### config.mk
export PLATFORM = sky130hd
export DESIGN_NAME = unified_mem_arbiter
export DESIGN_NICKNAME = d
export VERILOG_FILES = /design/src/rtl/unified_mem_arbiter.sv
export SDC_FILE = /design/constraint.sdc
export NUM_CORES = 1
export LEC_CHECK = 0
export ABC_AREA = 1
export CAP_MARGIN = 15
export CORE_UTILIZATION = 37
export CTS_BUF_LIST = sky130_fd_sc_hd__clkbuf_4
export DETAILED_ROUTE_END_ITERATION = 7
export PLACE_DENSITY = 0.83
export RECOVER_POWER = 25
export SLEW_MARGIN = 20
export SYNTH_ARGS = -nofsm -noshare
export SYNTH_HDL_FRONTEND = slang
export SYNTH_SLANG_ARGS = --single-unit
### constraint.sdc
create_clock -name clk -period 1.95 [get_ports clk]
set_input_delay 0.39 -clock clk [delete_from_list [all_inputs] [get_ports clk]]
set_output_delay 0.39 -clock clk [all_outputs]
set_load 0.05 [all_outputs]
### src/rtl/unified_mem_arbiter.sv
// Arbitrates one single-ported memory between instruction fetch and data access.
// Data wins by default; fetch is guaranteed a grant after STARVE_MAX consecutive data grants.
module unified_mem_arbiter #(
  parameter int unsigned AW         = 32,
  parameter int unsigned DW         = 32,
  parameter int unsigned STARVE_MAX = 4
) (
  input  logic          clk,
  input  logic          rst_n,
  input  logic          i_if_req,
  input  logic [AW-1:0] i_if_addr,
  input  logic          i_if_flush,
  output logic          o_if_valid,
  output logic [DW-1:0] o_if_rdata,
  output logic          o_if_stall,
  input  logic          i_d_req,
  input  logic          i_d_we,
  input  logic [2:0]    i_d_size,
  input  logic [AW-1:0] i_d_addr,
  input  logic [DW-1:0] i_d_wdata,
  output logic          o_d_valid,
  output logic [DW-1:0] o_d_rdata,
  output logic          o_d_stall,
  output logic          o_mem_req,
  output logic          o_mem_we,
  output logic [2:0]    o_mem_size,
  output logic [AW-1:0] o_mem_addr,
  output logic [DW-1:0] o_mem_wdata,
  input  logic          i_mem_ack,
  input  logic [DW-1:0] i_mem_rdata,
  output logic          o_busy
);

  localparam int unsigned SW         = (STARVE_MAX < 1) ? 1 : $clog2(STARVE_MAX + 1);
  localparam logic [SW-1:0] STARVE_LIM = SW'(STARVE_MAX);
  localparam bit          STRICT_PRI = (STARVE_MAX == 0);
  localparam logic [2:0]  SIZE_WORD  = 3'b010;

  typedef enum logic [1:0] {
    ST_IDLE    = 2'd0,
    ST_BUSY_IF = 2'd1,
    ST_BUSY_D  = 2'd2
  } state_t;

  state_t        r_state;
  state_t        w_state_nxt;
  logic [SW-1:0] r_starve_cnt;
  logic          r_discard;
  logic          r_mem_req;
  logic          r_mem_we;
  logic [2:0]    r_mem_size;
  logic [AW-1:0] r_mem_addr;
  logic [DW-1:0] r_mem_wdata;

  logic w_idle;
  logic w_starve_ok;
  logic w_grant_d;
  logic w_grant_if;
  logic w_ack_if;
  logic w_ack_d;

  // Grant decision is only taken in IDLE, which also spaces back-to-back grants
  assign w_idle      = (r_state == ST_IDLE);
  assign w_starve_ok = STRICT_PRI || (r_starve_cnt < STARVE_LIM);
  assign w_grant_d   = w_idle && i_d_req && (!i_if_req || w_starve_ok);
  assign w_grant_if  = w_idle && i_if_req && !w_grant_d;
  assign w_ack_if    = (r_state == ST_BUSY_IF) && i_mem_ack;
  assign w_ack_d     = (r_state == ST_BUSY_D) && i_mem_ack;

  // State register
  always_ff @(posedge clk or negedge rst_n) begin
    if (!rst_n) begin
      r_state <= ST_IDLE;
    end else begin
      r_state <= w_state_nxt;
    end
  end

  // Next-state logic
  always_comb begin
    w_state_nxt = r_state;
    case (r_state)
      ST_IDLE: begin
        if (w_grant_d) begin
          w_state_nxt = ST_BUSY_D;
        end else if (w_grant_if) begin
          w_state_nxt = ST_BUSY_IF;
        end
      end
      ST_BUSY_IF: if (i_mem_ack) w_state_nxt = ST_IDLE;
      ST_BUSY_D:  if (i_mem_ack) w_state_nxt = ST_IDLE;
      default:    w_state_nxt = ST_IDLE;
    endcase
  end

  // Pipeline-facing outputs; a flush on the ack cycle still suppresses the fetch
  always_comb begin
    o_if_valid = w_ack_if && !r_discard && !i_if_flush;
    o_d_valid  = w_ack_d;
    o_if_rdata = i_mem_rdata;
    o_d_rdata  = i_mem_rdata;
    o_if_stall = i_if_req && !o_if_valid;
    o_d_stall  = i_d_req && !o_d_valid;
    o_busy     = !w_idle;
  end

  // Memory request register, latched on the grant edge and held until ack
  always_ff @(posedge clk or negedge rst_n) begin
    if (!rst_n) begin
      r_mem_req   <= 1'b0;
      r_mem_we    <= 1'b0;
      r_mem_size  <= 3'b000;
      r_mem_addr  <= '0;
      r_mem_wdata <= '0;
    end else if (w_grant_d) begin
      r_mem_req   <= 1'b1;
      r_mem_we    <= i_d_we;
      r_mem_size  <= i_d_size;
      r_mem_addr  <= i_d_addr;
      r_mem_wdata <= i_d_wdata;
    end else if (w_grant_if) begin
      r_mem_req   <= 1'b1;
      r_mem_we    <= 1'b0;
      r_mem_size  <= SIZE_WORD;
      r_mem_addr  <= i_if_addr;
    end else if (w_ack_if || w_ack_d) begin
      r_mem_req   <= 1'b0;
    end
  end

  // Fetch-starvation counter and flush-discard flag
  always_ff @(posedge clk or negedge rst_n) begin
    if (!rst_n) begin
      r_starve_cnt <= '0;
      r_discard    <= 1'b0;
    end else begin
      if (w_grant_if || (w_idle && !i_if_req)) begin
        r_starve_cnt <= '0;
      end else if (w_grant_d && (r_starve_cnt != STARVE_LIM)) begin
        r_starve_cnt <= r_starve_cnt + SW'(1);
      end

      if (w_ack_if) begin
        r_discard <= 1'b0;
      end else if ((r_state == ST_BUSY_IF) && i_if_flush) begin
        r_discard <= 1'b1;
      end
    end
  end

  assign o_mem_req   = r_mem_req;
  assign o_mem_we    = r_mem_we;
  assign o_mem_size  = r_mem_size;
  assign o_mem_addr  = r_mem_addr;
  assign o_mem_wdata = r_mem_wdata;

endmodule
== Yosys cells after proc, flatten, opt, wreduce, memory -nomap -nowiden ==
Index checks and enable logic that the tools add are counted.

* Word-level logic and storage cells: 62
* Input port bits: 138
* Bits in registers: 75
* Output and inout bits: 138

* $lt $le $gt $ge: 1
* Add/sub/neg operators: 1
* Reduce and logical (&&, ||, !) cells: 30
* Eq/ne operators: 5
* Mux-type cells: 17

{| class="wikitable"
|+ Operators with widths
! kind !! number
|-
| 2-to-1 mux 32 bit || 2
|-
| logical AND 1 bit || 13
|-
| 2-to-1 mux 3 bit || 4
|-
| logical NOT 1 bit || 7
|-
| 2-to-1 mux 1 bit || 7
|-
| 2-to-1 mux 2 bit || 3
|-
| nonzero test 2 bit || 3
|-
| one-hot mux 2 bit (2 select lines) || 1
|-
| adder 3 x 1 -> 3 bit (second input constant) || 1
|-
| logical OR 1 bit || 3
|-
| < comparator 3 bit (second input constant) || 1
|-
| != test 3 x 1 -> 1 bit (second input constant) || 1
|-
| != test 3 bit (second input constant) || 1
|-
| nonzero test 3 bit || 1
|-
| equality test 2 x 1 -> 1 bit (second input constant) || 1
|-
| equality test 2 bit (second input constant) || 1
|-
| logical NOT 2 bit || 1
|-
| != test 2 x 1 -> 1 bit (second input constant) || 1
|-
| AND reduction 2 bit || 1
|-
| OR reduction 2 bit || 1
|}

== Longest topological paths before layout ==
Gate-level depths: netlist of the first run.

* Word-level depth: 8
* Depth in mapped cells: 10
* Gate-level depth less buffers: 8

== Worst setup path after synthesis of the first run ==
OpenSTA, ideal clock, no wires.

* Path type: reg2out
* Start point: register r_state[1]
* End point: output port o_if_stall
* Arrival time: 2322 ps
* Path buffers: 0
* Stages on the path, launching flop included: 6
* Setup slack: -762 ps
* Data required time: 1560 ps
* Cells stage by stage: dfrtp_1 > inv_1 > ha_1 > nand2_1 > nor3_1 > nor2_1

* Cells in the longest elaborated chain, start to end: 6

{| class="wikitable"
|+ RTL lines
! what !! line !! source
|-
| from (decl) || 45 || <nowiki>state_t r_state;</nowiki>
|-
| from (signal assigned) || 75 || <nowiki>r_state <= w_state_nxt;</nowiki>
|-
| equality test 2 x 1 -> 1 bit || 67 || <nowiki>assign w_ack_if = (r_state == ST_BUSY_IF) && i_mem_ack;</nowiki>
|-
| logical AND 1 bit || 67 ||
|-
| logical AND 1 bit (2 in series) || 98 || <nowiki>o_if_valid = w_ack_if && !r_discard && !i_if_flush;</nowiki>
|-
| net o_if_valid || 13 || <nowiki>output logic o_if_valid,</nowiki>
|-
| logical NOT 1 bit || 102 || <nowiki>o_if_stall = i_if_req && !o_if_valid;</nowiki>
|-
| logical AND 1 bit || 102 ||
|-
| to (decl) || 15 || <nowiki>output logic o_if_stall,</nowiki>
|}

The timed path passes the listed nets, and every way through them passes these cells.

== Final worst setup path of the first run ==
* Start point: register r_state[1]
* End point: output port o_if_valid

* Cells in the longest elaborated chain, start to end: 4

{| class="wikitable"
|+ RTL lines
! what !! line
|-
| equality test 2 x 1 -> 1 bit || 67
|-
| logical AND 1 bit || 67
|-
| logical AND 1 bit (2 in series) || 98
|-
| to (decl) || 13
|}

No other way between the ends.

==> summary.txt, run 1 <==
Clocking
  – Inserted Clock Buffers: 9
  – Clock Tree Buf Depth: 2
  – Clock root cell: clkbuf_4
  – CTS tree: done
  – Clock slew at reported path FFs: 0.12 ns
  – H-tree depth: 3
  – CTS Sinks: 75
  – Clock Latency Late Sink: 0.41 ns

Timing
  – Post-route minimum period: 1.91 ns
  – Max transition margin: 33.7%
  – Max Slew Vio Count: 0
  – Final setup TNS: 0 ns
  – Slew @ Worst Pin: 0.995 ns
  – Worst Hold Slack: 0.487 ns
  – Endpoints failing setup: 0
  – Fin. Hold Viols: 0
  – Final period util: 98.1%
  – Unrepaired setup endpoints after global routing: yes
  – Fmax: 523 MHz
  – Setup Skew: 0.0245 ns

GRT
  – Met2 GRT Util: 34.6%
  – Met1 usage: 22.5%
  – GRT busiest layer: met2
  – Congestion Overflow GR: 0
  – Vias in the first global route: 3827
  – Met3 usage: 6.14%
  – Largest net degree at the start of global routing: 41
  – Total Routing Usage GR: 19.8%
  – First-pass GRT wire length: 17800 µm
  – Initial antenna violation count: 0

Final layout
  – Layout cells sized above 1: 8.62%
  – Filler cell count: 991
  – Nets: 811
  – Antenna cells: 0
  – Area Overhead vs Synth: 42.4%

Worst setup path
  – Crit Path Class: flop to output port
  – WP data required: 1.56 ns
  – Data arrival, critical path: 1.52 ns
  – CP startpoint: r_state[1]
  – CP Launch Type: flop
  – Crit path max fanout: 3
  – Crit end category: output port
  – Worst r2r src: r_state[0]

Power and ir drop
  – P_int: 4.58 mW
  – Worst VDD drop: 0.759 mV
  – Part of the power in the clock network: 11.3%
  – Static leakage: 3.17 nW
  – Logic pwr share: 61.2%
  – Sw power: 5.28 mW
  – Sequential power share: 27.5%
  – Switching Share: 53.6%
  – PD cells: 1700 nW/µm²

Floorplan
  – # rows: 37
  – Die W: 107 µm
  – Initial core utilization: 38.8%
  – Die area: 11400 µm²
  – Ports: 276
  – Core ar.: 10500 µm²
  – DIE HEIGHT: 107 µm

Synthesis
  – Main combinational cell family by area after synthesis: simple AND/OR/NAND/NOR gates
  – Adder-cell area share of the yosys netlist: 1.54%
  – Post-Synthesis Cell Area: 4070 µm²
  – Post-Synth Simple-Gate Area: 24.7%
  – Multiplexer area fraction after synthesis: 0%
  – Synth cell types: 16
  – Synth Register Bits: 75
  – Post-synthesis sequential area ratio: 46.1%
  – Synthesized instance count: 547
  – Post-Synth XOR/XNOR Area: 0%
  – Synthesized area per cell: 7.45 µm²
  – Syn_nets: 690
  – Synthesis warning total: 0
  – Synth Area in Compound Gates: 4.85%

Route
  – Routed vias: 3684
  – WL final: 10900 µm
  – Final ANT Viol Nets: 0
  – Routed wire per std cell: 13.5 µm
  – DRT iter0 DRCs: 168
  – First drt pass iteration count: 5
  – Via density per instance: 4.55
  – Residual DRC: 0

Run
  – Max Cap Viol: 0

Hold path
  – HP Class: flop to flop
  – Hold Crit Start: o_mem_addr[10]

Outcome
  – Outcome: finished clean

Place
  – Port Buffers: 179
  – Placer Congestion: 0.784
  – DP HPWL: 7830 µm
## logic make-up (layout without fill, tap and decap cells)
logic type | after synthesis | in the layout
compound gates | 38 | 38
flops | 75 | 75
simple gates | 265 | 265
buf+inv | 164 | 290
fa+ha+maj | 5 | 5
## final timing paths
check                                  endpoint  slack (ns)  cells past startpoint
worst max-delay path                 o_if_valid        0.04                      6
worst min-delay path             o_mem_addr[10]        0.49                      2
worst max register to register   o_mem_addr[23]        0.32                      8
worst min register to register   o_mem_addr[10]        0.49                      2
max in group asynchronous        o_mem_addr[23]        0.54                      3
min in group asynchronous       o_mem_wdata[29]        0.65                      2
## power groups by stage
stage | Sequential [mW] | Clock, mW | Combinational [mW]
after floorplan | 5.20 | 0 | 1.98
after global placement | 2.73 | 0 | 6.30
after detailed placement | 2.75 | 0 | 6.43
after CTS | 2.71 | 1.16 | 6.03
after global routing | 2.81 | 1.21 | 6.46
final | 2.71 | 1.12 | 6.04
## area by class of cell
| type | instances | area, µm² | share of cell area [%] |
|---|---|---|---|
| Clock buffer | 10 | 75.1 | 1.29 |
| Clock inverter | 6 | 86.3 | 1.49 |
| Sequential cell | 75 | 1880 | 32.4 |
| Timing Repair Buffer | 195 | 1960 | 33.8 |
| Multi-Input combinational cell | 308 | 1330 | 23.0 |
| Inverter | 79 | 299 | 5.16 |
| Tap cell | 136 | 170 | 2.93 |
## cell usage after synthesis (all sizes together)
cell | instances | area, µm²
ha | 5 | 62.6
buf | 82 | 622
clkbuf | 3 | 11.3
nand2 | 254 | 956
nor3 | 2 | 10.0
nand3 | 5 | 25.0
inv | 79 | 297
dfrtp | 75 | 1880
nor2 | 4 | 15.0
a21oi | 1 | 8.76
o21ai | 37 | 189
## stage by stage
step                      util [%]  cell area (µm²)  power (mW)  cells  worst slack, ns
final                         55.2             5800        9.87    809           0.0367
after global routing          55.2             5800        10.5    809          -0.0717
after CTS                     54.8             5760        9.90    807          -0.0616
after detailed placement      53.6             5630        9.18    787           0.0944
after global placement        53.6             5630        9.03    787            0.123
after floorplan                  -             4090        7.17    547           0.0652
## sequential cells by signal (all words and copies together), names as in the netlist
register and flops:
r_starve_cnt 3, o_mem_size 3, o_mem_we 1, o_mem_wdata 32
o_mem_addr 32, r_discard 1, r_state 2, o_mem_req 1
## placed cells by master (no fill, tap or decap), drive strengths merged
cell and instances:
dlygate4sd2 63, clkdlybuf4s50 104, o21ai 37, nor2 4, inv 81, nor3 2, a21oi 1, bufinv 2
nand3 5, nand2 254, dfrtp 75, dlygate4sd3 1, buf 26, clkinv 2, ha 5, clkbuf 11
## routing by layer
layer	vias to the layer above	routed length (µm)
li1	1781	-
met1	1724	4420
met2	156	5510
met3	23	739
met4	0	237
met5	-	0
## timing repair
item                                    4_1_cts  5_1_grt
buffers inserted                              3        2
gates resized for setup                      70        8
endpoints found under the setup margin       67        4
endpoints found under the hold margin        37        0
hold buffers                                  1        0
pin swaps                                     2        2
## critical path: stages, from the launching register on
cell and delay, ns:
dfrtp_1 0.41, inv_2 0.08, ha_4 0.14, nand2_4 0.07
nor3_4 0.17, buf_6 0.13, buf_12 0.12
Power figures use the tool's default switching activity.
==> run 2: changes to the inputs <==
Settings changed: ABC_CLOCK_PERIOD_IN_PS from default to 1950, PLACE_DENSITY 0.83 to 0.94.
==> run 2 against run 1 <==
Sequential power about the same. Die area unchanged. Sequential share of layout area grew 0.22 points. Clock skew down 0.0045 ns. Via count fell by 3.4%. First-iteration DRC count rose by 28%. Cell count is 0.37% higher. Maximum frequency down 0.23%. Sequential cell count stayed put. Setup slack lost 0.0043 ns. Wire length down 4.2%. Count of clock-buffer cells in the layout stayed put. Critical path type unchanged. Largest power group unchanged. Highest routed layer unchanged.
==> summary.txt, run 2 (synthesis results as in run 1) <==
Outcome
  – Outcome: finished clean

Place
  – Post-DP Area: 5630 µm²
  – Placer Congestion: 0.771
  – Port Buffers: 179
  – Placed cell count: 789
  – DP HPWL: 7680 µm

Power and ir drop
  – Part of the power in the clock network: 8.8%
  – Power Total: 9.57 mW
  – Static leakage: 3.15 nW
  – Worst VDD drop: 0.895 mV
  – Switching Share: 54.9%
  – P_int: 4.32 mW
  – Logic pwr share: 62.8%
  – Sw power: 5.25 mW
  – PD cells: 1660 nW/µm²
  – Sequential power share: 28.4%

Floorplan
  – # rows: 37
  – Ports: 276
  – DIE HEIGHT: 107 µm
  – Die area: 11400 µm²
  – Die W: 107 µm
  – Initial core utilization: 38.8%
  – Core ar.: 10500 µm²

Worst setup path
  – Crit path max fanout: 3
  – Worst-path cell chain: ha_4 > nand2_4 > nor3_4 > nor2_1 > buf_12
  – WP data required: 1.56 ns
  – Crit Path Class: flop to output port
  – R2r endpoint: o_mem_addr[26]
  – Worst r2r src: r_state[0]
  – R2r setup slk: 0.35 ns
  – Slowest-stage cell, CP: dfrtp_1
  – CP Depth: 5
  – CP startpoint: r_state[0]
  – CP Launch Type: flop
  – R2R cell count: 9
  – Crit end category: output port
  – Slowest stage delay, CP: 0.45 ns
  – Data arrival, critical path: 1.53 ns
  – Critical Path End: o_if_stall
  – Worst Path Buf+Inv: 1
  – Family with the most delay on the worst path: flip-flops

Final layout
  – Nets: 813
  – Final Util: 54.8%
  – Most common cell after layout, fill and taps aside: nand2_1
  – Layout cells sized above 1: 8.89%
  – Area Overhead vs Synth: 41.3%
  – Filler cell count: 991
  – Most frequent cells in the layout: nand2_1 (250), clkdlybuf4s50_1 (104), inv_1 (75), dfrtp_1 (75), dlygate4sd2_1 (62)
  – Non-filler cells, final: 812
  – Final instance area: 5760 µm²

Timing
  – Worst Hold Slack: 0.486 ns
  – Endpoints failing setup: 0
  – Final period util: 98.3%
  – Fmax: 521 MHz
  – Post-route minimum period: 1.92 ns
  – Slew @ Worst Pin: 0.890 ns
  – Max Slew Vio Count: 0
  – Max transition margin: 40.7%
  – Unrepaired setup endpoints after global routing: yes
  – Setup Skew: 0.0200 ns
  – Fin. Hold Viols: 0

Hold path
  – HP Class: flop to flop

Route
  – Routed wire per std cell: 12.9 µm
  – Final ANT Viol Nets: 0
  – DRT iter0 DRCs: 215
  – First drt pass iteration count: 4
  – Residual DRC: 0
  – Routed vias: 3557
  – Via density per instance: 4.38
  – WL final: 10400 µm

Clocking
  – Inserted Clock Buffers: 9
  – Clock Tree Buf Depth: 2
  – CTS Sinks: 75
  – H-tree depth: 3
  – CTS tree: done
  – Clock slew at reported path FFs: 0.13 ns
  – Clock root cell: clkbuf_4
  – Clock Latency Late Sink: 0.41 ns

GRT
  – Largest net degree at the start of global routing: 43
  – Initial antenna violation count: 1
  – First-pass GRT wire length: 17100 µm
  – Congestion Overflow GR: 0
  – Vias in the first global route: 3556
  – Total Routing Usage GR: 19.2%

Run
  – Max Cap Viol: 0
## run 2: power by group through the flow
stage	registers (mW)	logic, mW	clock network, mW
finish	2.72	6.01	0.841
detailed placement	2.76	6.41	0
global placement	2.72	6.30	0
floorplan	5.20	1.98	0
global route	2.80	6.44	0.946
CTS	2.72	6.05	0.877
## run 2: routing by layer
| layer | vias to the layer above | part of all wire (%) | GRT usage, % |
|---|---|---|---|
| li1 | 1789 | - | - |
| met1 | 1610 | 41 | 21.8 |
| met4 | 0 | 1.2 | 5.97 |
| met5 | - | 0 | 0 |
| met2 | 140 | 51 | 33.5 |
| met3 | 18 | 6.7 | 6.87 |
## run 2: how the worst min path moves through the flow
stage	start	depth (start not counted)	slack, ns	to
after CTS	rst_n	2	0.46	o_mem_addr[28]
after detailed placement	rst_n	1	0.38	o_mem_addr[7]
after global placement	rst_n	1	0.37	o_mem_addr[12]
final	o_mem_addr[10]	2	0.49	o_mem_addr[10]
after floorplan	rst_n	0	0.09	o_mem_addr[0]
after global routing	i_d_wdata[11]	3	0.44	o_mem_wdata[11]
## run 2: through the flow
step	worst slack [ns]	TNS, ns
final	0.0324	0
after global routing	-0.0738	-0.254
after CTS	-0.0314	-0.109
after detailed placement	0.0968	0
after global placement	0.128	0
after floorplan	0.0652	0
## run 2: repair_timing
action                                 CTS  global route
setup endpoints to repair               66             5
gates resized for setup                 73             4
hold buffers                             1             0
buffers inserted                         4             1
gates cloned                             0             0
endpoints found under the hold margin   33             0
pin swaps                                2             2
## run 2: worst reg2reg max path, stage by stage (launching register included)
cell and delay [ns]:
dfrtp_1 0.45, inv_2 0.06, ha_1 0.23, nand2_2 0.12, inv_1 0.06, nand2_2 0.12
buf_12 0.20, o21ai_0 0.15, nand2_1 0.08, nand2_1 0.04
## run 2: cell type report
| type | instances | area (µm²) | share of cell area, % |
|---|---|---|---|
| Timing Repair Buffer | 197 | 1960 | 34.1 |
| Sequential cell | 75 | 1880 | 32.6 |
| Multi-Input combinational cell | 308 | 1330 | 23.1 |
| Inverter | 79 | 302 | 5.24 |
| Tap cell | 136 | 170 | 2.96 |
| Clock buffer | 10 | 75.1 | 1.30 |
| Clock inverter | 6 | 40.0 | 0.696 |
| Antenna cell | 1 | 2.50 | 0.0435 |
==> run 3: changes to the inputs <==
Settings changed: ABC_CLOCK_PERIOD_IN_PS 1950 to 2000, PLACE_DENSITY 0.94 to 0.95.
Clock period 1.95 ns to 2 ns, I/O delays scaled along.
==> run 3 against run 2 <==
Sequential power is 3% lower. Global-route usage decreased by 1.0 points. Non-clock buffer count is 3 lower. Critical path type unchanged. Highest routed layer unchanged.
==> summary.txt, run 3 (synthesis results as in run 1) <==
Power and ir drop
  – Static leakage: 3.18 nW
  – Logic pwr share: 62.3%
  – P_int: 4.34 mW
  – Sequential power share: 27.9%
  – Switching Share: 54.1%
  – PD cells: 1640 nW/µm²
  – Part of the power in the clock network: 9.8%
  – Sw power: 5.11 mW
  – Worst VDD drop: 1.03 mV

GRT
  – Total Routing Usage GR: 18.2%
  – First-pass GRT wire length: 16100 µm
  – Congestion Overflow GR: 0
  – Largest net degree at the start of global routing: 45
  – Initial antenna violation count: 0
  – Vias in the first global route: 3370

Outcome
  – Outcome: finished clean

Clocking
  – CTS tree: done
  – Clock Tree Buf Depth: 2
  – CTS Sinks: 75
  – Clock Latency Late Sink: 0.41 ns
  – Clock slew at reported path FFs: 0.12 ns
  – Clock root cell: clkbuf_4
  – Inserted Clock Buffers: 9
  – H-tree depth: 3

Place
  – DP HPWL: 7510 µm
  – Port Buffers: 179
  – Dpl ws: 0.103 ns
  – Placed cell count: 787
  – Placer Congestion: 0.808

Timing
  – Crit path setup slack, layout: 0.0438 ns
  – Post-route minimum period: 1.96 ns
  – Setup Skew: 0.0163 ns
  – Max Slew Vio Count: 0
  – Worst Hold Slack: 0.486 ns
  – Final period util: 97.8%
  – Endpoints failing setup: 0
  – Slew @ Worst Pin: 0.947 ns
  – Fin. Hold Viols: 0
  – Fmax: 511 MHz
  – Max transition margin: 36.9%
  – Unrepaired setup endpoints after global routing: yes

Route
  – Routed wire per std cell: 12.8 µm
  – DRT iter0 DRCs: 155
  – Residual DRC: 0
  – First drt pass iteration count: 5
  – Final ANT Viol Nets: 0
  – Routed vias: 3551
  – WL final: 10300 µm
  – Via density per instance: 4.39

Worst setup path
  – CP Launch Type: flop
  – Slowest-stage cell, CP: dfrtp_1
  – Worst path most repeated cell: buf_6
  – Crit end category: output port
  – Worst-path cell chain: buf_6 > ha_4 > nand2_4 > nor3_4 > buf_6 > buf_12
  – Crit path max fanout: 3
  – Crit Path Class: flop to output port
  – Slowest stage delay, CP: 0.42 ns
  – Data arrival, critical path: 1.56 ns
  – WP data required: 1.60 ns

Run
  – Max Cap Viol: 0

Floorplan
  – Ports: 276
  – Die W: 107 µm
  – # rows: 37
  – Core ar.: 10500 µm²
  – DIE HEIGHT: 107 µm
  – Initial core utilization: 38.8%
  – Die area: 11400 µm²

Final layout
  – Most frequent cells in the layout: nand2_1 (250), clkdlybuf4s50_1 (104), inv_1 (76), dfrtp_1 (75), dlygate4sd2_1 (63)
  – Most common cell after layout, fill and taps aside: nand2_1
  – Nets: 810
  – Area Overhead vs Synth: 41.8%
  – Non-filler cells, final: 808
  – Layout cells sized above 1: 7.74%
  – Antenna cells: 0

Hold path
  – HP Class: flop to flop
run 3: what timing repair did:
action	CTS	global route
hold buffers	1	0
resized for setup	70	12
hold endpoints to repair	36	0
setup endpoints to repair	66	7
setup buffers	2	2
pin swaps	2	2
run 3: worst paths after layout:
| path | start | endpoint | slack [ns] | cells after the start |
|---|---|---|---|---|
| worst max-delay path | r_state[0] | o_if_valid | 0.04 | 6 |
| worst min-delay path | o_mem_addr[2] | o_mem_addr[2] | 0.49 | 2 |
| worst max register to register | r_state[0] | o_mem_addr[15] | 0.34 | 8 |
| worst min register to register | o_mem_addr[2] | o_mem_addr[2] | 0.49 | 2 |
| max in group asynchronous | rst_n | o_mem_size[1] | 0.60 | 3 |
| min in group asynchronous | rst_n | o_mem_wdata[0] | 0.65 | 2 |
run 3: worst max-delay path, delay by kind of cell (launching register included):
kind,cells,cell delay (ns)
buffers and inverters,3,0.37
flip-flops,1,0.42
adder cells (fa/ha/maj),1,0.14
AND/OR/NAND/NOR,2,0.23
run 3: area by class of cell:
| class | instances | area (µm²) |
|---|---|---|
| Clock inverter | 6 | 65.1 |
| Multi-Input combinational cell | 308 | 1330 |
| Fill cell | 976 | 4730 |
| Sequential cell | 75 | 1880 |
| Clock buffer | 10 | 75.1 |
| Inverter | 79 | 302 |
| Timing Repair Buffer | 194 | 1960 |
| Tap cell | 136 | 170 |
run 3: routing by layer:
layer | up-vias | GRT usage [%] | part of all wire, %
met3 | 16 | 6.63 | 6.4
li1 | 1783 | - | -
met4 | 0 | 4.50 | 1.4
met1 | 1617 | 21.4 | 41
met5 | - | 0 | 0
met2 | 135 | 31.2 | 51
run 3: metrics by stage:
step           util [%]  setup TNS (ns)  power, mW  instance area [µm²]
6_report           54.9               0       9.46                 5770
5_1_grt            54.9          -0.113       10.0                 5770
4_1_cts            54.4         -0.0412       9.47                 5720
3_5_place_dp       53.5               0       8.94                 5620
3_3_place_gp       53.5               0       8.81                 5620
2_1_floorplan         -               0       6.99                 4080
run 3: power by group through the flow:
stage	clock network (mW)	logic [mW]	registers [mW]
finish	0.929	5.89	2.64
global route	1.03	6.28	2.72
CTS	0.976	5.87	2.63
detailed placement	0	6.26	2.67
global placement	0	6.16	2.65
floorplan	0	1.92	5.07
